### config.mk
export PLATFORM = sky130hd
export DESIGN_NAME = ctrl_seq
export DESIGN_NICKNAME = d
export VERILOG_FILES = /design/src/rtl/ctrl_seq_pkg.sv /design/src/rtl/ctrl_seq_dec.sv /design/src/rtl/ctrl_seq.sv
export SDC_FILE = /design/constraint.sdc
export NUM_CORES = 1
export LEC_CHECK = 0
export ABC_AREA = 1
export CORE_AREA = 2 2 39 41
export DETAILED_ROUTE_END_ITERATION = 7
export DIE_AREA = 0 0 41 43
export PLACE_DENSITY = 0.75
export REMOVE_ABC_BUFFERS = 1
export SLEW_MARGIN = 5
export SYNTH_ARGS = -nofsm -noshare
export SYNTH_HDL_FRONTEND = slang
export SYNTH_SLANG_ARGS = --single-unit
### constraint.sdc
create_clock -name clk -period 0.95 [get_ports clk]
set_input_delay 0.19 -clock clk [delete_from_list [all_inputs] [get_ports clk]]
set_output_delay 0.19 -clock clk [all_outputs]
set_load 0.02 [all_outputs]
### src/rtl/ctrl_seq_pkg.sv
// Shared types and constants for the accumulator CPU instruction sequencer.
// The WAIT state only exists when CTRL_SEQ_STEP_EN is defined.
package ctrl_seq_pkg;

  typedef enum logic [2:0] {
    S_IDLE,
    S_FETCH,
    S_DECODE,
    S_OPER,
    S_EXEC,
    S_HALT
`ifdef CTRL_SEQ_STEP_EN
    , S_WAIT
`endif
  } state_t;

  localparam logic [3:0] OP_NOP = 4'h0;
  localparam logic [3:0] OP_LDA = 4'h1;
  localparam logic [3:0] OP_STA = 4'h2;
  localparam logic [3:0] OP_ADD = 4'h3;
  localparam logic [3:0] OP_SUB = 4'h4;
  localparam logic [3:0] OP_JMP = 4'h5;
  localparam logic [3:0] OP_JZ  = 4'h6;
  localparam logic [3:0] OP_HLT = 4'hF;

  localparam logic [1:0] ALU_PASS = 2'b00;
  localparam logic [1:0] ALU_ADD  = 2'b01;
  localparam logic [1:0] ALU_SUB  = 2'b10;

  // Strobes an instruction asserts during its EXEC cycle.
  typedef struct packed {
    logic       pc_inc;
    logic       pc_ld;
    logic       addr_sel;
    logic       mem_rd;
    logic       mem_wr;
    logic       acc_ld;
    logic       acc_oe;
    logic [1:0] alu_op;
  } exec_t;

endpackage

### src/rtl/ctrl_seq_dec.sv
// Combinational opcode decoder: instruction class flags and EXEC-cycle strobes.
module ctrl_seq_dec
  import ctrl_seq_pkg::*;
#(
  parameter int OPW = 4
) (
  input  logic [OPW-1:0] opcode,
  input  logic           acc_zero,
  output logic           is_two_byte,
  output logic           is_halt,
  output logic           is_illegal,
  output exec_t          ex
);

  always_comb begin
    is_two_byte = 1'b0;
    is_halt     = 1'b0;
    is_illegal  = 1'b0;
    ex          = '0;
    case (opcode)
      OPW'(OP_NOP): ;
      OPW'(OP_LDA), OPW'(OP_ADD), OPW'(OP_SUB): begin
        is_two_byte = 1'b1;
        ex.addr_sel = 1'b1;
        ex.mem_rd   = 1'b1;
        ex.acc_ld   = 1'b1;
        ex.pc_inc   = 1'b1;
        if (opcode == OPW'(OP_ADD))      ex.alu_op = ALU_ADD;
        else if (opcode == OPW'(OP_SUB)) ex.alu_op = ALU_SUB;
        else                             ex.alu_op = ALU_PASS;
      end
      OPW'(OP_STA): begin
        is_two_byte = 1'b1;
        ex.addr_sel = 1'b1;
        ex.mem_wr   = 1'b1;
        ex.acc_oe   = 1'b1;
        ex.pc_inc   = 1'b1;
      end
      OPW'(OP_JMP): begin
        is_two_byte = 1'b1;
        ex.pc_ld    = 1'b1;
      end
      // The only combinational input dependency of the sequencer outputs.
      OPW'(OP_JZ): begin
        is_two_byte = 1'b1;
        ex.pc_ld    = acc_zero;
        ex.pc_inc   = ~acc_zero;
      end
      OPW'(OP_HLT): is_halt = 1'b1;
      default:      is_illegal = 1'b1;
    endcase
  end

endmodule

### src/rtl/ctrl_seq.sv
// Moore instruction sequencer for the 8-bit accumulator CPU.
// Optional single-step mode (step port + WAIT state) with CTRL_SEQ_STEP_EN.
//
// state    | meaning
// ---------+--------------------------------------------------------
// S_IDLE   | no strobes; waiting for run
// S_FETCH  | read opcode byte at PC into IR
// S_DECODE | advance PC past opcode; branch on instruction class
// S_OPER   | read address byte at PC into MAR
// S_EXEC   | per-opcode memory/accumulator/PC action
// S_HALT   | halted until rst
// S_WAIT   | (step mode) between instructions, waiting for step edge
module ctrl_seq
  import ctrl_seq_pkg::*;
#(
  parameter int OPW = 4,
  parameter int DW  = 8
) (
  input  logic          clk,
  input  logic          rst,
  input  logic          run,
  input  logic [DW-1:0] ir,
  input  logic          acc_zero,
`ifdef CTRL_SEQ_STEP_EN
  input  logic          step,
`endif
  output logic          pc_inc,
  output logic          pc_ld,
  output logic          ir_ld,
  output logic          mar_ld,
  output logic          addr_sel,
  output logic          mem_rd,
  output logic          mem_wr,
  output logic          acc_ld,
  output logic          acc_oe,
  output logic [1:0]    alu_op,
  output logic          halted,
  output logic          illegal
);

  state_t state;
  logic   is_two_byte;
  logic   is_halt;
  logic   is_illegal;
  exec_t  ex;
  logic   unused_ir;

  assign unused_ir = ^ir[DW-OPW-1:0];

  ctrl_seq_dec #(.OPW(OPW)) u_dec (
    .opcode      (ir[DW-1 -: OPW]),
    .acc_zero    (acc_zero),
    .is_two_byte (is_two_byte),
    .is_halt     (is_halt),
    .is_illegal  (is_illegal),
    .ex          (ex)
  );

`ifdef CTRL_SEQ_STEP_EN
  localparam state_t S_NEXT = S_WAIT;
  logic step_q;
  logic step_rise;

  assign step_rise = step & ~step_q;

  always_ff @(posedge clk) begin
    if (rst) step_q <= 1'b0;
    else     step_q <= step;
  end
`else
  localparam state_t S_NEXT = S_FETCH;
`endif

  always_ff @(posedge clk) begin
    if (rst) begin
      state   <= S_IDLE;
      illegal <= 1'b0;
    end else begin
      case (state)
        S_IDLE:   if (run) state <= S_FETCH;
        S_FETCH:  state <= S_DECODE;
        S_DECODE: begin
          if (is_halt || is_illegal) begin
            state <= S_HALT;
            if (is_illegal) illegal <= 1'b1;
          end else if (is_two_byte) begin
            state <= S_OPER;
          end else begin
            state <= S_NEXT;
          end
        end
        S_OPER:   state <= S_EXEC;
        S_EXEC:   state <= S_NEXT;
        S_HALT:   state <= S_HALT;
`ifdef CTRL_SEQ_STEP_EN
        S_WAIT:   if (step_rise) state <= S_FETCH;
`endif
        default:  state <= S_IDLE;
      endcase
    end
  end

  // PC-addressed cycles (FETCH, OPER) never increment the PC.
  always_comb begin
    pc_inc   = 1'b0;
    pc_ld    = 1'b0;
    ir_ld    = 1'b0;
    mar_ld   = 1'b0;
    addr_sel = 1'b0;
    mem_rd   = 1'b0;
    mem_wr   = 1'b0;
    acc_ld   = 1'b0;
    acc_oe   = 1'b0;
    alu_op   = ALU_PASS;
    case (state)
      S_FETCH: begin
        mem_rd = 1'b1;
        ir_ld  = 1'b1;
      end
      S_DECODE: pc_inc = 1'b1;
      S_OPER: begin
        mem_rd = 1'b1;
        mar_ld = 1'b1;
      end
      S_EXEC: begin
        pc_inc   = ex.pc_inc;
        pc_ld    = ex.pc_ld;
        addr_sel = ex.addr_sel;
        mem_rd   = ex.mem_rd;
        mem_wr   = ex.mem_wr;
        acc_ld   = ex.acc_ld;
        acc_oe   = ex.acc_oe;
        alu_op   = ex.alu_op;
      end
      default: ;
    endcase
  end

  assign halted = (state == S_HALT);

endmodule

# Word level (Yosys, flattened, before mapping)

Cells that the tools add are included.

Bitwise operators: 2
Equality and inequality tests: 13
Reduce and logical (&&, ||, !) cells: 9
Multiplexer cells: 24

Operator list:

| kind               | number |
|---|---|
| $pmux 3 s6         | 1 |
| $eq 4x3->1 const B | 3 |
| $mux 1             | 12 |
| $mux 2             | 5 |
| $eq 4x2->1 const B | 2 |
| $pmux 1 s2         | 4 |
| $reduce_or 8->1    | 1 |
| $eq 3x2->1 const B | 2 |
| $eq 3x3->1 const B | 2 |
| $mux 3             | 2 |
| $reduce_or 6->1    | 1 |
| $eq 4x1->1 const B | 1 |
| $eq 4x4->1 const B | 1 |
| $logic_not 4->1    | 1 |
| $reduce_or 4->1    | 1 |
| $eq 3x1->1 const B | 1 |
| $logic_not 3->1    | 1 |
| $reduce_and 3->1   | 1 |
| $reduce_or 3->1    | 1 |
| $ne 2x2->1 const B | 1 |
| $not 1->1          | 2 |
| $reduce_or 2->1    | 1 |
| $logic_or 1x1->1   | 1 |

Input bits: 12
Logic and storage cells: 50
Register bits after elaboration: 4
Output and inout port bits: 13

# Longest topological paths before layout

Depth after elaboration: 6
Gate-level depth with buffers: 8
Gate-level depth less buffers: 8

# By module

A second synthesis with hierarchy kept.

Cell total of the unflattened synthesis: 85
Area total of the unflattened synthesis: 427.9 µm²

Modules (own cells, without submodules):

| module       | area each (µm²) | times used | cells each | seq. area each (µm²) |
|---|---|---|---|---|
| ctrl_seq     | 289.0           | 1          | 55         | 80.1 |
| ctrl_seq_dec | 138.9           | 1          | 30         | 0.0 |

# Worst setup path after synthesis

OpenSTA, ideal clock, no wires.

Path kind: register to output
Start point: register state[2]
End point: output port mem_wr
Required time: 0.760 ns
Cell stages (with the launch flop): 4
Setup slack: -0.570 ns
Path buffers: 1
Data arrival time: 1.330 ns
Cells stage by stage: dfxtp_1 > nand2_1 > nor3_1 > buf_4

Cells in the longest elaborated chain, start to end: 2

RTL lines:

| element                | line           | RTL |
|---|---|---|
| from (decl)            | ctrl_seq.sv:41 | `state_t state;` |
| from (signal assigned) | ctrl_seq.sv:76 | `state <= S_IDLE;` |
| from (signal assigned) | ctrl_seq.sv:80 | `S_IDLE: if (run) state <= S_FETCH;` |
| from (signal assigned) | ctrl_seq.sv:81 | `S_FETCH: state <= S_DECODE;` |
| $eq 3x3->1             | n/a            |  |
| $mux 1                 | n/a            |  |
| to (decl)              | ctrl_seq.sv:33 | `output logic mem_wr,` |

Every way passes these cells.

# Worst setup path in the final report

Start point: input port acc_zero
End point: output port pc_inc

Cells in the longest elaborated chain, start to end: 3

RTL lines:

| element     | line               | RTL |
|---|---|---|
| from (decl) | ctrl_seq.sv:23     | `input logic acc_zero,` |
| $not 1->1   | ctrl_seq_dec.sv:47 | `ex.pc_inc = ~acc_zero;` |
| $pmux 1 s2  | ctrl_seq_dec.sv:20 | `case (opcode)` |
| $pmux 1 s2  | ctrl_seq.sv:115    | `case (state)` |
| to (decl)   | ctrl_seq.sv:27     | `output logic pc_inc,` |

Every way passes these cells.

==> results by stage <==
Outcome:
- The run finished, with violations left.
- The checks that failed: negative setup slack.

Critical path:
- The depth of the most critical reg-to-reg path is 5.
- The maximum fanout along the worst path is 2.
- In this design, the stage delay of the slowest critical-path cell is 0.39 ns.
- The slack of the worst reg-to-reg path is -0.12 ns.
- The end of the worst register-to-register path is state[2].
- The kind of start point of the critical path is an input pin.
- The number of gates on the worst path with buffers counted is 6.
- The capture point of the critical path is pc_inc.
- Data on the critical path arrives at its endpoint at 1.20 ns.
- The critical path startpoint is acc_zero.
- STA puts the critical path data required time at 0.76 ns.
- The worst setup path is captured at a primary output.
- The type of the setup path with the least slack is in2out.
- Traced cell by cell, the critical path runs through clkdlybuf4s50_1 -> or2_1 -> nor2_1 -> a21oi_1 -> nand2_1 -> buf_6.
- The slowest stage of the critical path is the sky130_fd_sc_hd__clkdlybuf4s50_1 cell.
- The number of buffer and inverter instances along the worst setup path is 2.
- In this run the critical register-to-register path is launched from state[2].
- The cell family contributing the most delay on the critical path is buffers and inverters.

Placement:
- The placed cell area is 694.4 sq um.
- Routability-driven placement finished with a final weighted congestion of 0.7619.
- The count of buffers added on input and output ports is 20.
- The wire-length estimate of the detail-placed layout is 877.7 microns.
- Prior to clock tree synthesis, the placed netlist has a worst setup slack of -1.073 ns.

Power and ir drop:
- Across the VDD grid, the largest voltage drop is 0.6697 mV.
- The leakage dissipation is 0.4384 nW.
- The power density of the placed cells is 862.7 nW/um^2.
- Overall power consumption after layout is estimated at 773.9 uW.

Drt:
- The post-detailed-route DRC marker count is 0.
- The total via count in the routed design is 596.
- Using the TritonRoute via totals, the vias-per-cell ratio works out to 4.585.
- In the final routed layout, each cell accounts on average for 10.83 microns.
- The sum of routed wire length over all layers is 1408 microns.
- The remaining number of nets flagged by the antenna check after routing is 0.
- The detailed-router iteration count before antenna repair is 4.
- The detailed router finished its first iteration with 8 violations.

Timing:
- The worst path setup slack after routing is -0.4379 ns.
- For the final database, setup skew stands at 0.01168 ns.
- The final max-slew violation count is 0.
- The worst path in the final design needs a cycle of 1.388 ns, including I/O delays and setup.
- Setup repair after global routing could not meet its margin everywhere.
- At the pin with the least slew margin, the transition time is 0.2913 ns.
- The headroom to the max-slew limit is 80.52%.
- The final critical-path share of the clock period is 146.1%.
- The count of endpoints failing hold in the final timing report is 0.
- Derived from the worst setup path, the maximum achievable clock frequency is 0.7205 GHz.
- Setup violations remaining at the end of the flow were counted as 15.

GRT:
- Global routing consumed, on the met1 layer, 15.16% of the routing resources.
- Global routing used 15.58% of the available tracks.
- The global route total overflow is 0.
- The global routing's busiest layer is met2.
- The pin count of the biggest net entering global routing is 7.
- The wire length of the first global-routing pass is 1835 microns.
- The initial antenna violation count is 0.
- For met2 alone, demand over resource in global routing was 27.19%.
- The met3 track demand over resource in global routing is 4.712%.
- The number of global-route vias before repair is 493.

Clock network:
- No sink is reached through more buffers than the 2 on the longest clock path.
- The number of buffers inserted by hold repair at cts is 0.
- The later-pin clock latency in the skew report is 0.24 ns.
- The sink count of the clock tree is 4.
- The clock tree from TritonCTS is yes.
- After clock tree synthesis, the clock-pin slew on the worst setup and hold paths is 0.03 ns.
- CTS built an H-tree with a depth of 1.
- The root buffer cell is sky130_fd_sc_hd__clkbuf_4.
- The number of CTS-inserted buffers is 3.

Cells and area:
- The ratio of cells with drive above 1 in the final layout is 67.54%.
- The post-layout net count is 128.
- The layout-stage area growth over the synthesis result is 129.1%.
- Once layout is done, the placed cells without fillers occupy 897.1 sq um.
- The number of antenna diodes in the final layout is 0.

Run:
- The number of maximum-capacitance constraint violations is 0.

Floorplan:
- Pin placement for this block handled 25 I/O pins.
- Measured along the y axis, the die boundary spans 43 microns.
- The row count is 14.
- The die is 41 microns wide.
- The area of the core is 1384 sq um.
- The initial utilization of the core area, before any placement, comes to 28.30%.
- The die area is 1763 sq um.

Logic synthesis:
- The number of instances in the synthesized netlist is 73.
- The number of warnings printed during yosys synthesis is 0.
- Yosys mapped the design onto 17 distinct sky130hd cell types.
- The share of the Yosys chip area taken by registers is 20.45%.
- In this run the mean area of a mapped cell was 5.365 sq um.
- In this run, synthesis produced a sequential element count of 4.
- The cell area after synthesis is 391.6 sq um.

Hold path:
- The path category of the worst min-delay check is reg2reg.
flip-flops by register name, summed over array words and instances, names as in the netlist:
signal and count:
state 3, illegal 1
kinds of logic (layout without fill, tap and decap cells):
group,after synthesis,count (layout),share of synthesized area (%)
simple gates,45,45,51.76
buf+inv,17,58,17.25
compound gates,7,7,10.54
flops,4,4,20.45
synthesized netlist by cell type:
master                     number  area (sq um)
sky130_fd_sc_hd__nand3_1        6         30.03
sky130_fd_sc_hd__inv_2          2         7.510
sky130_fd_sc_hd__nor2_4         2         22.52
sky130_fd_sc_hd__buf_4          1         7.510
sky130_fd_sc_hd__nand2_1       19         71.32
sky130_fd_sc_hd__a31oi_1        1         6.260
sky130_fd_sc_hd__dfxtp_1        4         80.08
sky130_fd_sc_hd__nor3_1         1         5.000
sky130_fd_sc_hd__a21oi_1        3         15.01
sky130_fd_sc_hd__o21ai_0        1         5.000
sky130_fd_sc_hd__nor2_2         1         6.260
sky130_fd_sc_hd__nand2_2        2         12.51
sky130_fd_sc_hd__o21bai_1       1         7.510
sky130_fd_sc_hd__nor2_1        13         48.80
sky130_fd_sc_hd__or2_1          1         6.260
sky130_fd_sc_hd__a211oi_1       1         7.510
sky130_fd_sc_hd__inv_1         14         52.55
worst min-delay path by stage:
| stage | start | endpoint | depth (start not counted) |
|---|---|---|---|
| 6_report | illegal | illegal | 2 |
| 2_1_floorplan | rst | illegal | 1 |
| 4_1_cts | illegal | illegal | 2 |
| 3_3_place_gp | illegal | illegal | 2 |
| 3_5_place_dp | illegal | illegal | 2 |
| 5_1_grt | ir[6] | illegal | 5 |
metal layers:
layer  vias up  routed length, microns
li1        303                       -
met1       277                     512
met2        16                     816
met3         0                      79
met4         0                       0
met5         -                       0
metrics by stage:
step | utilization, % | cells | setup TNS [ns] | hold WS (ns)
finish | 64.83 | 130 | -4.604 | 0.4576
global route | 64.83 | 130 | -5.443 | 0.4842
CTS | 58.14 | 128 | -4.587 | 0.4504
detailed placement | 50.18 | 120 | -11.95 | 0.4496
global placement | 50.18 | 120 | -11.65 | 0.4447
floorplan | - | 72 | -2.299 | 0.2591
layout make-up:
| cell class | instances | area [sq um] |
|---|---|---|
| flip-flops and latches | 4 | 86.33 |
| inverters | 16 | 60.06 |
| well taps | 16 | 20.02 |
| fillers | 114 | 486.7 |
| multi-input cells | 52 | 342.8 |
| repair buffers | 39 | 365.4 |
| clock buffers | 3 | 22.52 |
worst register-to-register path, delay by kind of cell, from the launching register on:
| family | cells | cell delay (ns) |
|---|---|---|
| DFF | 1 | 0.36 |
| buffers and inverters | 2 | 0.26 |
| and+or+nand+nor | 2 | 0.25 |
| AOI/OAI and AO/OA | 1 | 0.13 |
power breakdown:
part	total [mW]	switching [mW]	internal [mW]
logic	0.357	0.177	0.179
clock network	0.224	0.0815	0.142
registers	0.194	0.0125	0.181
placed cells by master, fill, tap and decap left out, types with 2 or more instances in the layout:
cell                              count
sky130_fd_sc_hd__clkdlybuf4s50_1      3
sky130_fd_sc_hd__nand2_4              2
sky130_fd_sc_hd__nand3_1              4
sky130_fd_sc_hd__inv_1                5
sky130_fd_sc_hd__buf_4               15
sky130_fd_sc_hd__nor2_1               7
sky130_fd_sc_hd__buf_6               16
sky130_fd_sc_hd__nand2_2              6
sky130_fd_sc_hd__nor2_2               6
sky130_fd_sc_hd__inv_2               11
sky130_fd_sc_hd__clkbuf_4             3
sky130_fd_sc_hd__nor2_4               3
sky130_fd_sc_hd__clkdlybuf4s15_2      2
sky130_fd_sc_hd__a21oi_2              2
sky130_fd_sc_hd__nand2_1             13
sky130_fd_sc_hd__dfxtp_2              2
timing repair:
action / CTS / global route
setup endpoints to repair: 16 / 16
gates resized for setup: 108 / 25
pin swaps: 10 / 14
buffers inserted: 5 / 5
(Power assumes the default switching activity.)
